## config.mk

```make
export PLATFORM = sky130hd
export DESIGN_NAME = universal_shift_reg_seq
export DESIGN_NICKNAME = d
export VERILOG_FILES = /design/src/rtl/usr_seq_pkg.sv /design/src/rtl/usr_shift_step.sv /design/src/rtl/universal_shift_reg_seq.sv
export SDC_FILE = /design/constraint.sdc
export NUM_CORES = 1
export LEC_CHECK = 0
export ABC_AREA = 0
export ABC_CLOCK_PERIOD_IN_PS = 2610
export BUFFER_PORTS_ARGS = -buffer_cell sky130_fd_sc_hd__buf_2
export CAP_MARGIN = 5
export CORE_UTILIZATION = 54
export DETAILED_ROUTE_END_ITERATION = 16
export HOLD_SLACK_MARGIN = 0.02
export PLACE_DENSITY = 0.84
export RECOVER_POWER = 50
export SYNTH_ARGS = -nofsm -noshare
export SYNTH_HDL_FRONTEND = slang
export SYNTH_SLANG_ARGS = --single-unit
```

## constraint.sdc

```tcl
create_clock -name clk -period 2.61 [get_ports clk]
set_input_delay 0.522 -clock clk [delete_from_list [all_inputs] [get_ports clk]]
set_output_delay 0.522 -clock clk [all_outputs]
set_load 0.01 [all_outputs]
```

## src/rtl/usr_seq_pkg.sv

```systemverilog
// Shared codes for the universal shift register: sel/fill encodings, shift
// direction and sequencer state codes.
package usr_seq_pkg;

  localparam logic [1:0] SEL_HOLD = 2'b00;
  localparam logic [1:0] SEL_SHR  = 2'b01;
  localparam logic [1:0] SEL_SHL  = 2'b10;
  localparam logic [1:0] SEL_LOAD = 2'b11;

  localparam logic [1:0] FILL_SER   = 2'b00;
  localparam logic [1:0] FILL_ROT   = 2'b01;
  localparam logic [1:0] FILL_ARITH = 2'b10;
  localparam logic [1:0] FILL_ZERO  = 2'b11;

  localparam logic DIR_R = 1'b0;
  localparam logic DIR_L = 1'b1;

  typedef enum logic [0:0] {
    ST_IDLE  = 1'b0,
    ST_SHIFT = 1'b1
  } state_e;

  // Direction implied by a sel code; only meaningful for SEL_SHR/SEL_SHL.
  function automatic logic sel_dir(input logic [1:0] sel);
    return (sel == SEL_SHL) ? DIR_L : DIR_R;
  endfunction

endpackage

```

## src/rtl/usr_shift_step.sv

```systemverilog
// Combinational single-step shifter: one right or left shift of q with the
// selected fill bit. Optional USR_SEQ_CARRY_EN adds the bit_out port.
module usr_shift_step
  import usr_seq_pkg::*;
#(
  parameter int WIDTH = 8
) (
  input  logic [WIDTH-1:0] q,
  input  logic             dir,
  input  logic [1:0]       fill,
  input  logic             sin_right,
  input  logic             sin_left,
  output logic [WIDTH-1:0] q_next
`ifdef USR_SEQ_CARRY_EN
  , output logic           bit_out
`endif
);

  logic fill_bit;

  always_comb begin
    fill_bit = 1'b0;
    if (dir == DIR_R) begin
      case (fill)
        FILL_SER:   fill_bit = sin_right;
        FILL_ROT:   fill_bit = q[0];
        FILL_ARITH: fill_bit = q[WIDTH-1];
        default:    fill_bit = 1'b0;
      endcase
    end else begin
      // Arithmetic left shift fills with zero, same as FILL_ZERO.
      case (fill)
        FILL_SER: fill_bit = sin_left;
        FILL_ROT: fill_bit = q[WIDTH-1];
        default:  fill_bit = 1'b0;
      endcase
    end
  end

  always_comb begin
    if (dir == DIR_R) q_next = {fill_bit, q[WIDTH-1:1]};
    else              q_next = {q[WIDTH-2:0], fill_bit};
  end

`ifdef USR_SEQ_CARRY_EN
  assign bit_out = (dir == DIR_R) ? q[0] : q[WIDTH-1];
`endif

endmodule

```

## src/rtl/universal_shift_reg_seq.sv

```systemverilog
// WIDTH-bit universal shift register with direct hold/shift/load and a
// multi-step shift sequencer. Optional carry output via USR_SEQ_CARRY_EN.
module universal_shift_reg_seq
  import usr_seq_pkg::*;
#(
  parameter  int WIDTH = 8,
  localparam int CNT_W = $clog2(WIDTH + 1)
) (
  input  logic             clk,
  input  logic             clear,
  input  logic [1:0]       sel,
  input  logic [1:0]       fill,
  input  logic             sin_right,
  input  logic             sin_left,
  input  logic [WIDTH-1:0] par_in,
  input  logic             start,
  input  logic [CNT_W-1:0] amount,
  output logic [WIDTH-1:0] q,
  output logic             sout_right,
  output logic             sout_left,
  output logic             busy,
  output logic             done,
  output logic [0:0]       state_dbg
`ifdef USR_SEQ_CARRY_EN
  , output logic           carry
`endif
);

  localparam logic [0:0] S_IDLE  = ST_IDLE;
  localparam logic [0:0] S_SHIFT = ST_SHIFT;

  // Handshake: in IDLE, start with sel=SHR/SHL is taken on the clock edge it
  // is high. busy is high for exactly 'amount' cycles while shifting, and done
  // pulses one cycle when the last shift lands (or one cycle after a start with
  // amount=0). There is no ready; a start while busy is simply ignored.

  logic [0:0]       state, state_n;
  logic [CNT_W-1:0] remaining, remaining_n;
  logic             dir_q, dir_n;
  logic [1:0]       fill_q, fill_n;
  logic [WIDTH-1:0] q_n;
  logic             done_n;
  logic             step_dir;
  logic [1:0]       step_fill;
  logic [WIDTH-1:0] step_q;
  logic             shift_sel;
`ifdef USR_SEQ_CARRY_EN
  logic             step_bit;
  logic             carry_n;
`endif

  // Sequenced shifts use the latched controls; direct mode uses live inputs.
  always_comb begin
    step_dir  = sel_dir(sel);
    step_fill = fill;
    if (state == S_SHIFT) begin
      step_dir  = dir_q;
      step_fill = fill_q;
    end
  end

  usr_shift_step #(.WIDTH(WIDTH)) u_step (
    .q         (q),
    .dir       (step_dir),
    .fill      (step_fill),
    .sin_right (sin_right),
    .sin_left  (sin_left),
    .q_next    (step_q)
`ifdef USR_SEQ_CARRY_EN
    , .bit_out (step_bit)
`endif
  );

  assign shift_sel = (sel == SEL_SHR) || (sel == SEL_SHL);

  always_comb begin
    state_n     = state;
    remaining_n = remaining;
    dir_n       = dir_q;
    fill_n      = fill_q;
    q_n         = q;
    done_n      = 1'b0;
`ifdef USR_SEQ_CARRY_EN
    carry_n     = carry;
`endif
    case (state)
      S_IDLE: begin
        if (start && shift_sel) begin
          if (amount != '0) begin
            state_n     = S_SHIFT;
            remaining_n = amount;
            dir_n       = sel_dir(sel);
            fill_n      = fill;
          end else begin
            done_n = 1'b1;
          end
        end else begin
          case (sel)
            SEL_SHR, SEL_SHL: begin
              q_n = step_q;
`ifdef USR_SEQ_CARRY_EN
              carry_n = step_bit;
`endif
            end
            SEL_LOAD: q_n = par_in;
            default:  q_n = q;
          endcase
        end
      end
      S_SHIFT: begin
        q_n         = step_q;
        remaining_n = remaining - CNT_W'(1);
`ifdef USR_SEQ_CARRY_EN
        carry_n     = step_bit;
`endif
        if (remaining == CNT_W'(1)) begin
          state_n = S_IDLE;
          done_n  = 1'b1;
        end
      end
      default: state_n = S_IDLE;
    endcase
  end

  always_ff @(posedge clk or negedge clear) begin
    if (!clear) begin
      state     <= S_IDLE;
      remaining <= '0;
      dir_q     <= DIR_R;
      fill_q    <= FILL_SER;
      q         <= '0;
      done      <= 1'b0;
`ifdef USR_SEQ_CARRY_EN
      carry     <= 1'b0;
`endif
    end else begin
      state     <= state_n;
      remaining <= remaining_n;
      dir_q     <= dir_n;
      fill_q    <= fill_n;
      q         <= q_n;
      done      <= done_n;
`ifdef USR_SEQ_CARRY_EN
      carry     <= carry_n;
`endif
    end
  end

  assign busy       = (state == S_SHIFT);
  assign state_dbg  = state;
  assign sout_right = q[0];
  assign sout_left  = q[WIDTH-1];

endmodule

```

==> summary.txt <==
Finish
  • Fin util: a little over two thirds
  • Design Area, Final: roughly 1300 um2
  • Fin cells: around 160
  • Area Overhead vs Synth: 16.6%
  • Final net count: 164
  • Layout cell share with drive strength beyond 1: 28.5%
  • Antenna cells: 0

STA
  • Final Skew: about 3.9 ps
  • Worst Slack Setup Final: 614 ps
  • Setup TNS: 0 ps
  • Rel. slew slack: between 40% and 50%
  • Fin. Hold Viols: 0
  • Min cycle time layout: around 2000 ps
  • Slew Viols, Final: 0
  • RSZ-0062 raised after global routing: false
  • Worst slew pin tran: 892 ps
  • Setup Viol. Count Final: 0
  • Hold WS: about 330 ps
  • Max Fclk: 501 MHz
  • Crit share post-route: between 70% and 80%

Clock tree
  • Sink Count: 17
  • Hold_buf cts: 0
  • Worst-Skew Late Latency: roughly 280 ps
  • Post-CTS setup buffer count: 0
  • CTS Buffer Depth: 2
  • Clk slew on worst S/H paths: 90 ps
  • Htree depth: 1
  • Root Buffer Master: clkbuf_4
  • CTS tree: done
  • TritonCTS buffer count: 3
  • # resized after CTS: 0

Route
  • DRC: 0
  • First-pass DRT Iterations: 4
  • WL per Instance: 13.9 um
  • Post-Route WL: about 2.2 mm
  • Total number of vias: ~920
  • Avg Vias per Cell: ~5.7
  • Final ANT Viol Nets: 0
  • DRT iter0 DRCs: 29

Placement
  • GPL Wtd Cong: 0.914
  • Placed Cells: between 150 and 200
  • Post-DP HPWL: between 1.5 and 2 mm
  • Post-Place Cell Area: ~1300 um2
  • Place WS: ~330 ps
  • Port bufs: 33

Critical path
  • Critical path endpoint category: flip-flop
  • WP data arrival: ~2200 ps
  • Startpoint Class: input pin
  • Critical path class: input pin to flip-flop
  • CP Data Required Time: around 2800 ps
  • Crit-path max FO: 14

Global route
  • Pin count of the biggest net entering global routing: 18
  • First-pass GRT wire length: around 3.7 mm
  • Met1 usage: 33.5%
  • GRT busiest layer: met2
  • Global-route met2 utilization: around 39%
  • GRT overflow: 0
  • Met3 Use GR: approximately 3.5%
  • GRT Total Usage: between 20% and 30%
  • Vias in the first global route: 859
  • Initial antenna violation count: 0

Pwr
  • Total power: 1.45 mW
  • Cell leakage power: about 0.67 nW
  • Power density over cell area: between 1000 and 1500 nW/um2
  • VDD IR-drop max: about 0.6 mV

Synth
  • Mapped Nets: around 130
  • Leading area contributor after synthesis: dfrtp_1
  • Unique cell type count in the Yosys netlist: 31
  • Top post-synthesis cells by area: dfrtp_1 (39%), mux2i_1 (11%), ha_1 (5.7%), a21o_1 (5.5%), a211oi_1 (4.1%)
  • Post-synth top flop: dfrtp_1
  • Most common cell in the netlist: dfrtp_1
  • Post-synth top cells: dfrtp_1 (17), mux2i_1 (12), nor2_1 (9), a21o_1 (8), inv_1 (7)
  • Ys async rst share: 100%
  • Post-Syn Area: 1100 um2
  • Yosys warning count: 0
  • Register area share after synthesis: around 39%
  • EDFF count, synth: 0
  • Synth Area per Inst: around 10 um2
  • Yosys reg bits: 17
  • Yosys top cell area share: between 30% and 40%
  • Instance count of the mapped netlist: 105

Floorplan
  • Num rows: 15
  • DIE HEIGHT: about 47 um
  • Die area: around 2200 um2
  • Core area: between 1500 and 2000 um2
  • Horiz. Die Dim: ~47 um
  • Num ports: 34
  • Initial Util: roughly three fifths

Hold path
  • Worst hold path type: input pin to asynchronous set/reset pin

Run
  • MaxCap Viol Count: 0

Status
  • Outcome: finished clean
==> flip-flops by register name (all words and copies together) (netlist names) <==
name       cells
fill_q         2
dir_q          1
remaining      4
done           1
busy           1
q              8
==> path summary, 6_finish.rpt <==
check	from	slack, ps	cells past startpoint	end
setup / recovery	sel[0]	610	7	q[7]
hold / removal	clear	330	1	q[5]
max in group asynchronous	clear	1730	1	busy
hold reg to reg	q[4]	550	1	q[4]
setup reg to reg	busy	700	5	q[2]
min in group clk	fill[1]	520	2	fill_q[1]
==> metal layers <==
metal	wire [um]	vias up
met5	0	-
met4	26	0
met3	126	4
met2	1060	38
met1	1040	434
li1	-	446
==> logic make-up after synthesis <==
family,count (synthesis),synth area share [%]
compound gates,28,18.7
simple gates,21,8.33
mux,19,20.9
flops,17,38.8
buf+inv,14,6.74
fa+ha+maj,5,5.71
xor+xnor,1,0.799
==> cells in the final DEF, fill, tap and decap left out, types with 2 or more instances in the layout <==
cell | synthesis | layout
clkbuf_1 | 1 | 8
clkbuf_4 | 0 | 3
a211oi_1 | 6 | 6
mux2i_4 | 2 | 2
a31oi_1 | 2 | 2
inv_1 | 7 | 7
mux2_2 | 3 | 3
nor2_1 | 9 | 9
nand2_1 | 6 | 6
buf_2 | 2 | 26
mux2_4 | 2 | 2
a21o_1 | 8 | 8
buf_4 | 3 | 2
dfrtp_1 | 17 | 17
ha_1 | 5 | 5
nor3_1 | 2 | 2
mux2i_1 | 12 | 12
o21ai_0 | 4 | 4
==> final cells by class <==
| cell class | instances | area, um2 |
|---|---|---|
| clock buffers | 4 | 26.3 |
| multi-input cells | 74 | 597 |
| well taps | 25 | 31.3 |
| repair buffers | 35 | 171 |
| inverters | 7 | 26.3 |
| flip-flops and latches | 17 | 425 |
| fillers | 158 | 543 |
==> worst max-delay path, stage by stage <==
cell     delay [ps]
buf_2            90
inv_1            50
ha_1            330
a21oi_1         120
nor2_1          680
mux2i_1         280
o21ai_1          90
==> report_power, final <==
group / internal, mW / switching, mW
sequential: 0.394 / 0.167
combinational: 0.392 / 0.367
clock: 0.0592 / 0.0732
total: 0.845 / 0.607
Note: power is estimated with default switching activity, not from simulation.
